### config.mk
export PLATFORM = sky130hd
export DESIGN_NAME = alu_console_seq
export DESIGN_NICKNAME = d
export VERILOG_FILES = /design/src/rtl/alu_console_seq.sv
export SDC_FILE = /design/constraint.sdc
export NUM_CORES = 1
export LEC_CHECK = 0
export ABC_CLOCK_PERIOD_IN_PS = 7050
export BUFFER_PORTS_ARGS = -buffer_cell sky130_fd_sc_hd__buf_4
export CAP_MARGIN = 20
export CORE_UTILIZATION = 40
export DETAILED_ROUTE_END_ITERATION = 6
export GPL_TIMING_DRIVEN = 1
export PLACE_DENSITY_LB_ADDON = 0.05
export SYNTH_ARGS = -nofsm -noshare
export SYNTH_HDL_FRONTEND = slang
export SYNTH_SLANG_ARGS = --single-unit
### constraint.sdc
create_clock -name CLOCK_50 -period 7.05 [get_ports CLOCK_50]
set_input_delay 0.3525 -clock CLOCK_50 [delete_from_list [all_inputs] [get_ports CLOCK_50]]
set_output_delay 0.3525 -clock CLOCK_50 [all_outputs]
set_load 0.03 [all_outputs]
### src/rtl/alu_console_seq.sv
// alu_console_seq - sequential operator console for the board ALU.
//
// Operands A and B are entered from the switches CHUNK_W bits at a time. Each
// debounced Enter press shifts one chunk into the active operand. The op code
// is entered next, and the ALU result and flags are captured one cycle later.
// The active value is shown live on the 7-segment digits.
//
// Ports
//   CLOCK_50     in   single clock, rising edge
//   reset        in   synchronous, active-high
//   sw           in   raw switch data (CHUNK_W bits)
//   key_enter_n  in   raw Enter button, active-low, asynchronous
//   key_back_n   in   raw Back button, active-low, asynchronous
//   alu_y        in   ALU result (combinational from alu_a/alu_b/alu_op)
//   alu_flags    in   ALU raw flags
//   alu_a/alu_b  out  registered operands to the ALU
//   alu_op       out  registered op code to the ALU
//   result       out  captured ALU result
//   flags        out  captured ALU flags
//   state_oh     out  one-hot state {SHOW,EXEC,OP,B,A}
//   hex          out  active-low segments, digit 0 in bits [6:0]

// Hex nibble to active-low 7-segment pattern (bit 6 = segment g).
module hex7seg (
  input  logic [3:0] i_nib,
  output logic [6:0] o_seg
);
  always_comb begin
    o_seg = 7'b1111111;
    case (i_nib)
      4'h0: o_seg = 7'b1000000;
      4'h1: o_seg = 7'b1111001;
      4'h2: o_seg = 7'b0100100;
      4'h3: o_seg = 7'b0110000;
      4'h4: o_seg = 7'b0011001;
      4'h5: o_seg = 7'b0010010;
      4'h6: o_seg = 7'b0000010;
      4'h7: o_seg = 7'b1111000;
      4'h8: o_seg = 7'b0000000;
      4'h9: o_seg = 7'b0010000;
      4'hA: o_seg = 7'b0001000;
      4'hB: o_seg = 7'b0000011;
      4'hC: o_seg = 7'b1000110;
      4'hD: o_seg = 7'b0100001;
      4'hE: o_seg = 7'b0000110;
      4'hF: o_seg = 7'b0001110;
      default: o_seg = 7'b1111111;
    endcase
  end
endmodule

// Button conditioner: 2-flop synchronizer followed by a debounce counter.
// o_press is a one-cycle pulse on an accepted 1->0 transition only.
module alu_console_deb #(
  parameter int DEB_CYCLES = 500000
) (
  input  logic i_clk,
  input  logic i_rst,
  input  logic i_key_n,
  output logic o_press
);
  localparam int DEB_W = $clog2(DEB_CYCLES + 1);

  logic             r_sync_p0;
  logic             r_sync_p1;
  logic             r_level;
  logic [DEB_W-1:0] r_cnt;
  logic             r_press;
  logic             w_diff;
  logic             w_hit;

  assign w_diff = (r_sync_p1 != r_level);
  // The count has to have reached DEB_CYCLES while the mismatch persists.
  assign w_hit  = w_diff && (r_cnt == DEB_W'(DEB_CYCLES));

  always_ff @(posedge i_clk) begin
    if (i_rst) begin
      r_sync_p0 <= 1'b1;
      r_sync_p1 <= 1'b1;
      r_level   <= 1'b1;
      r_cnt     <= '0;
      r_press   <= 1'b0;
    end else begin
      r_sync_p0 <= i_key_n;
      r_sync_p1 <= r_sync_p0;
      r_press   <= w_hit && !r_sync_p1;
      if (w_hit) begin
        r_level <= r_sync_p1;
        r_cnt   <= '0;
      end else if (w_diff) begin
        r_cnt <= r_cnt + DEB_W'(1);
      end else begin
        r_cnt <= '0;
      end
    end
  end

  assign o_press = r_press;
endmodule

module alu_console_seq #(
  parameter int DATA_W     = 16,
  parameter int CHUNK_W    = 8,
  parameter int OP_W       = 5,
  parameter int DEB_CYCLES = 500000
) (
  input  logic                    CLOCK_50,
  input  logic                    reset,
  input  logic [CHUNK_W-1:0]      sw,
  input  logic                    key_enter_n,
  input  logic                    key_back_n,
  input  logic [DATA_W-1:0]       alu_y,
  input  logic [4:0]              alu_flags,
  output logic [DATA_W-1:0]       alu_a,
  output logic [DATA_W-1:0]       alu_b,
  output logic [OP_W-1:0]         alu_op,
  output logic [DATA_W-1:0]       result,
  output logic [4:0]              flags,
  output logic [4:0]              state_oh,
  output logic [7*(DATA_W/4)-1:0] hex
);
  localparam int NCH   = DATA_W / CHUNK_W;
  localparam int CNT_W = (NCH > 1) ? $clog2(NCH) : 1;
  localparam int NDIG  = DATA_W / 4;

  // One-hot encoding so the state register drives state_oh directly.
  typedef enum logic [4:0] {
    S_A    = 5'b00001,
    S_B    = 5'b00010,
    S_OP   = 5'b00100,
    S_EXEC = 5'b01000,
    S_SHOW = 5'b10000
  } state_t;

  state_t            r_state;
  state_t            w_next;
  logic [DATA_W-1:0] r_a;
  logic [DATA_W-1:0] r_b;
  logic [OP_W-1:0]   r_op;
  logic [CNT_W-1:0]  r_cnt;
  logic [DATA_W-1:0] r_result;
  logic [4:0]        r_flags;

  logic              w_enter_p;
  logic              w_back_p;
  logic              w_last;
  logic              w_shift_a;
  logic              w_shift_b;
  logic              w_load_op;
  logic              w_capture;
  logic              w_clear;
  logic              w_cnt_inc;
  logic              w_cnt_clr;
  logic [DATA_W-1:0] w_disp;

  alu_console_deb #(.DEB_CYCLES(DEB_CYCLES)) u_deb_enter (
    .i_clk   (CLOCK_50),
    .i_rst   (reset),
    .i_key_n (key_enter_n),
    .o_press (w_enter_p)
  );

  alu_console_deb #(.DEB_CYCLES(DEB_CYCLES)) u_deb_back (
    .i_clk   (CLOCK_50),
    .i_rst   (reset),
    .i_key_n (key_back_n),
    .o_press (w_back_p)
  );

  assign w_last = (r_cnt == CNT_W'(NCH - 1));

  always_ff @(posedge CLOCK_50) begin
    if (reset) r_state <= S_A;
    else       r_state <= w_next;
  end

  // Back is tested before Enter everywhere, so a simultaneous Enter is lost.
  always_comb begin
    w_next    = r_state;
    w_shift_a = 1'b0;
    w_shift_b = 1'b0;
    w_load_op = 1'b0;
    w_capture = 1'b0;
    w_clear   = 1'b0;
    w_cnt_inc = 1'b0;
    w_cnt_clr = 1'b0;
    unique case (r_state)
      S_A: begin
        if (w_back_p) begin
          w_clear = 1'b1;
          w_next  = S_A;
        end else if (w_enter_p) begin
          w_shift_a = 1'b1;
          if (w_last) begin
            w_cnt_clr = 1'b1;
            w_next    = S_B;
          end else begin
            w_cnt_inc = 1'b1;
          end
        end
      end
      S_B: begin
        if (w_back_p) begin
          w_clear = 1'b1;
          w_next  = S_A;
        end else if (w_enter_p) begin
          w_shift_b = 1'b1;
          if (w_last) begin
            w_cnt_clr = 1'b1;
            w_next    = S_OP;
          end else begin
            w_cnt_inc = 1'b1;
          end
        end
      end
      S_OP: begin
        if (w_back_p) begin
          w_clear = 1'b1;
          w_next  = S_A;
        end else if (w_enter_p) begin
          w_load_op = 1'b1;
          w_next    = S_EXEC;
        end
      end
      // Single cycle; any button pulse landing here is dropped.
      S_EXEC: begin
        w_capture = 1'b1;
        w_next    = S_SHOW;
      end
      S_SHOW: begin
        if (w_back_p) begin
          w_next = S_OP;
        end else if (w_enter_p) begin
          w_clear = 1'b1;
          w_next  = S_A;
        end
      end
      default: begin
        w_clear = 1'b1;
        w_next  = S_A;
      end
    endcase
  end

  always_ff @(posedge CLOCK_50) begin
    if (reset) begin
      r_a      <= '0;
      r_b      <= '0;
      r_op     <= '0;
      r_cnt    <= '0;
      r_result <= '0;
      r_flags  <= '0;
    end else begin
      if (w_clear) begin
        r_a   <= '0;
        r_b   <= '0;
        r_op  <= '0;
        r_cnt <= '0;
      end else begin
        // New chunk enters at the bottom; the oldest chunk falls off the top.
        if (w_shift_a) r_a <= DATA_W'({r_a, sw});
        if (w_shift_b) r_b <= DATA_W'({r_b, sw});
        if (w_load_op) r_op <= sw[OP_W-1:0];
        if (w_cnt_clr)      r_cnt <= '0;
        else if (w_cnt_inc) r_cnt <= r_cnt + CNT_W'(1);
      end
      if (w_capture) begin
        r_result <= alu_y;
        r_flags  <= alu_flags;
      end
    end
  end

  assign alu_a    = r_a;
  assign alu_b    = r_b;
  assign alu_op   = r_op;
  assign result   = r_result;
  assign flags    = r_flags;
  assign state_oh = r_state;

  always_comb begin
    w_disp = r_result;
    unique case (r_state)
      S_A:     w_disp = r_a;
      S_B:     w_disp = r_b;
      S_OP:    w_disp = {{(DATA_W-OP_W){1'b0}}, r_op};
      default: w_disp = r_result;
    endcase
  end

  for (genvar g = 0; g < NDIG; g++) begin : g_digit
    hex7seg u_seg (
      .i_nib (w_disp[4*g +: 4]),
      .o_seg (hex[7*g +: 7])
    );
  end
endmodule

-- Word-level counts from Yosys, hierarchy flattened
Memory sizes are Yosys's and may differ from the RTL's.
Index checks and enable logic that the tools add are counted.
- memory bits (read-only): 448
- memories: 4
- word-level logic and storage cells: 82
- flip-flop bits (word level): 110
- output and inout bits: 91
- memories (memory ; words ; width ; read ports ; clocked after memory_dff ; wr ports ; line ; RTL):
    (name not given) ; 16 ; 7 ; 1 ; 0 ; 0 ; 30 ; case (i_nib)
    (name not given) ; 16 ; 7 ; 1 ; 0 ; 0 ; 30 ;
    (name not given) ; 16 ; 7 ; 1 ; 0 ; 0 ; 30 ;
    (name not given) ; 16 ; 7 ; 1 ; 0 ; 0 ; 30 ;
- eq/ne operators: 15
- bitwise logic cells: 2
- reductions and logical operators: 13
- $add $sub $neg: 3
- multiplexer cells: 28
- operator list (kind ; number):
    $mux 5 ; 10
    $pmux 16 s3 ; 1
    $add 19x1->19 const B ; 2
    $eq 19x19->1 const B ; 2
    $pmux 5 s5 ; 1
    $mux 1 ; 15
    $ne 3x1->1 const B ; 4
    $reduce_or 3->1 ; 4
    $ne 3x2->1 const B ; 2
    $reduce_and 6->1 ; 1
    $eq 5x1->1 const B ; 1
    $eq 5x2->1 const B ; 1
    $eq 5x3->1 const B ; 1
    $eq 5x4->1 const B ; 1
    $eq 5x5->1 const B ; 1
    $logic_and 1x1->1 ; 4
    $reduce_or 2->1 ; 2
    $pmux 1 s3 ; 1
    $logic_not 1->1 ; 2
    $ne 1x1->1 ; 2
    $not 1->1 ; 2
    $add 1x1->1 const B ; 1

-- Longest topological paths before layout
- word-level depth: 5
- depth in mapped cells: 12
- gate-level depth less buffers: 9

-- By module
Synthesis repeated with hierarchy kept, for this count alone.
- cells, all modules: 682
- area total of the unflattened synthesis: 6107.1 um2
- by module, submodules not included (module ; cells an instance ; sequential area each (um2) ; instances ; area an instance (um2)):
    alu_console_seq ; 332 ; 1281.2 ; 1 ; 2991.6
    alu_console_deb ; 111 ; 460.4 ; 2 ; 1007.2
    hex7seg ; 32 ; 0.0 ; 4 ; 275.3

-- Least setup slack after synthesis
Ideal clock, no wire load.
- path type: reg-to-output
- from: register r_state[0] (netlist: state_oh[0])
- to: output hex[2]
- stages on the path, launching flop included: 8
- arrival time: 3207 ps
- buffers on the path: 1
- data required time: 6698 ps
- path slack: 3491 ps
- cells stage by stage: dfxtp_1 or3b_4 o22a_4 buf_6 a2111oi_2 inv_1 ha_1 o31ai_1
- cells in the longest elaborated chain, start to end: 3
- elaborated cells between the ends (all ways): 5
- classes of those cells: eq/ne: 3; mux: 1; memory: 1
- RTL lines (item ; line ; RTL):
    from (decl) ; 135 ; state_t r_state;
    from (signal assigned) ; 174 ; else r_state <= w_next;
    $eq 5x3->1 (tied with other cells) ; 283 ; unique case (r_state)
    $pmux 16 s3 (*) ; 283 ;
    $mem_v2 16x7 (*) ; n/a ;
    to (decl) ; 120 ; output logic [7*(DATA_W/4)-1:0] hex
Mark *: on every way between the ends. The rest lies on a longest branch, timed or not.

-- Worst setup path after layout
- from: register r_state[0] (netlist: state_oh[0])
- to: output hex[24]
The elaborated chain is that of the path after synthesis.

==> impl_metrics.py <==
metrics = {
    "run_status": {
        "outcome": "finished clean",
    },
    "hold_path": {
        "min_path_cells": 2,
        "hold_class": "in2reg",
    },
    "sta": {
        "finClkSkew_ns": 0.004713,
        "final_max_slew_viol_count": 0,
        "slew-limit-headroom_pct": 39.76,
        "setup_ws_ns": 3.045,
        "period_share_pct": 56.81,
        "clock.fmax_mhz": 249.7,
        "final.setup.tns_ns": 0,
        "setup_viol": 0,
        "tightest_slew_ns": 0.9036,
        "rsz0062_at_grt": "false",
        "hold_violations": 0,
        "post-route-min-period_ns": 4.005,
    },
    "synthesis": {
        "ys_types": 61,
        "synth_edf_count": 0,
        "async_flop_share_pct": 0,
        "syn_inst": 691,
        "synth.top_cells.by_count": "nand2_1, dfxtp_1, a21oi_1, nor2_1, clkbuf_1",
        "avgSynthCellArea_sq_um": 8.192,
        "synth_most_common_cell": "nand2_1",
        "synth_area_sq_mm": 0.005660,
        "synth_nets": 750,
        "synth_top_area_cell": "dfxtp_1",
        "synth-seq-area-share_pct": 38.90,
        "synth.area.top_cells": "dfxtp_1, nand2_1, ha_1",
        "ys.flop_type": "dfxtp_1",
        "synth_top_area_share_pct": 38.90,
        "synth_seq_cells": 110,
        "synth-warning-count": 0,
    },
    "worst_setup_path": {
        "required_ns": 6.70,
        "crit_fanout": 17,
        "crit_path_end_kind": "output port",
        "cpLargestDelayFamily": "compound AO/OA/AOI/OAI gates",
        "critPathKind": "reg2out",
        "worstPathArrival_ns": 3.65,
        "ff2ff_path_depth": 7,
        "cp_num_buf_inv": 2,
        "cp.depth": 7,
        "critPathSlowestCell": "a221oi_1",
        "cp_cell_sequence": "or3b_4 -> o22a_4 -> a221oi_1 -> inv_1 -> ha_1 -> mux4_1 -> buf_4",
        "max_stage_delay_ns": 0.67,
        "cp-start-kind": "flop",
    },
    "global_route": {
        "antenna_found_initial": 0,
        "grt_pass1_vias": 4832,
        "grt_max_degree": 37,
        "grt.total_usage_pct": 21.34,
        "grt_pass1_wl_um": 24580,
        "grt.overflow.total": 0,
    },
    "die": {
        "core_area_sq_mm": 0.01383,
        "row_count": 43,
        "start_util_pct": 40.94,
        "die_height_um": 121.0,
        "io_pins": 124,
        "dieArea_sq_mm": 0.01463,
        "die_w_um": 121.0,
    },
    "clock_network": {
        "h-tree-depth": 3,
        "cts_root_buffer": "clkbuf_16",
        "clk_pin_slew_worst_paths_ns": 0.07,
        "cts_setup_buffers": 0,
        "cts_tree": "done",
        "numCtsBuffers": 9,
        "clkLatencyLatePin_ns": 0.35,
        "holdBufCountCts": 0,
        "cts_buffer_depth": 2,
        "clock_sinks": 110,
        "cts_resized": 0,
    },
    "route": {
        "first_pass_iters": 5,
        "routed_wl_um": 15300,
        "drtAntennaViolNets": 0,
        "num_vias": 5174,
        "via_per_inst": 5.253,
        "routedWlPerCell_um": 15.53,
        "drc": 0,
        "drt_iter0_drc": 363,
    },
    "place": {
        "io_buffer_count": 123,
        "gp_congestion": 0.8421,
        "place_hpwl_um": 11180,
        "place_ws_ns": 3.451,
    },
    "layout": {
        "layout-drive-gt1-share_pct": 20.50,
        "syn2layout_area_growth_pct": 25.09,
        "final_nets": 859,
        "n_antenna_cell": 0,
    },
    "power": {
        "power.density_mw_per_mm2": 171.2,
        "p_leak_nw": 2.914,
        "irDropWorstVdd_uv": 139.2,
    },
    "flow_run": {
        "maxCapViolCount": 0,
    },
}
## cells in the final DEF (no fill, tap or decap), types with 16 or more instances in the layout
master   netlist  routed
xnor2_1       21      21
xor2_1        22      22
nor2_1        55      55
inv_1         24      24
buf_4          2     135
a21oi_1       59      59
ha_1          26      26
mux2i_1       16      16
and3_1        19      19
nand3_1       24      24
dfxtp_1      110     110
nand2_1      141     141
## flip-flops by register name (all words and copies together) (netlist names), 5 cells and up
| register | cells |
|---|---|
| flags | 5 |
| state_oh | 5 |
| u_deb_enter.r_cnt | 19 |
| alu_a | 16 |
| result | 16 |
| u_deb_back.r_cnt | 19 |
| alu_op | 5 |
| alu_b | 16 |
## final timing paths
kind                                            from                    end  slack [ns]
worst max register to register           state_oh[2]               alu_b[2]        4.33
worst min register to register  u_deb_back.r_sync_p0   u_deb_back.r_sync_p1        0.41
worst min-delay path                     key_enter_n  u_deb_enter.r_sync_p0        0.18
worst max-delay path                     state_oh[0]                hex[24]        3.04
## cells by family (layout without fill, tap and decap cells)
family                     count (synthesis)  in the layout  synth area share, %
AOI/OAI and AO/OA                        124            124                14.63
adders and majority gates                 26             26                5.747
xor gates and xnor gates                  43             43                6.653
DFF                                      110            110                38.90
and+or+nand+nor                          306            306                25.24
buffers and inverters                     62            176                4.531
muxes                                     20             20                4.288
## routing by layer
layer / up-vias / routed length [um] / part of all wire (%) / GRT usage (%)
li1: 2614 / - / - / -
met1: 2427 / 6795 / 44 / 27.37
met2: 119 / 7541 / 49 / 36.36
met3: 14 / 791 / 5.2 / 4.323
met4: 0 / 169 / 1.1 / 5.478
met5: - / 0 / 0 / 0
## power breakdown
group	switching (W)	total [W]	internal, W	leakage (nW)
combinational	0.0000135	0.0000274	0.0000140	1.87
clock	0.000237	0.000562	0.000324	0.161
sequential	0.000000892	0.000623	0.000622	0.887
## area by class of cell
class / count / area [sq um]
fillers: 1374 / 6746
multi-input cells: 519 / 3203
flip-flops and latches: 110 / 2202
repair buffers: 136 / 1028
clock buffers: 10 / 239.0
well taps: 180 / 225.2
clock inverters: 6 / 92.59
inverters: 24 / 90.09
## metrics by stage
| step | utilization [%] | power (W) | hold WS (ns) | instance area (sq um) | cells |
|---|---|---|---|---|---|
| after global routing | 51.21 | 0.001258 | 0.1735 | 7081 | 985 |
| after global placement | 48.59 | 0.0006647 | 0.3937 | 6719 | 966 |
| after detailed placement | 48.59 | 0.0006650 | 0.3946 | 6719 | 966 |
| after floorplan | - | 0.0006474 | 0.3895 | 5660 | 691 |
| final | 51.21 | 0.001212 | 0.1805 | 7081 | 985 |
| after CTS | 50.99 | 0.001229 | 0.1667 | 7051 | 982 |
Note: power is estimated with default switching activity, not from simulation.
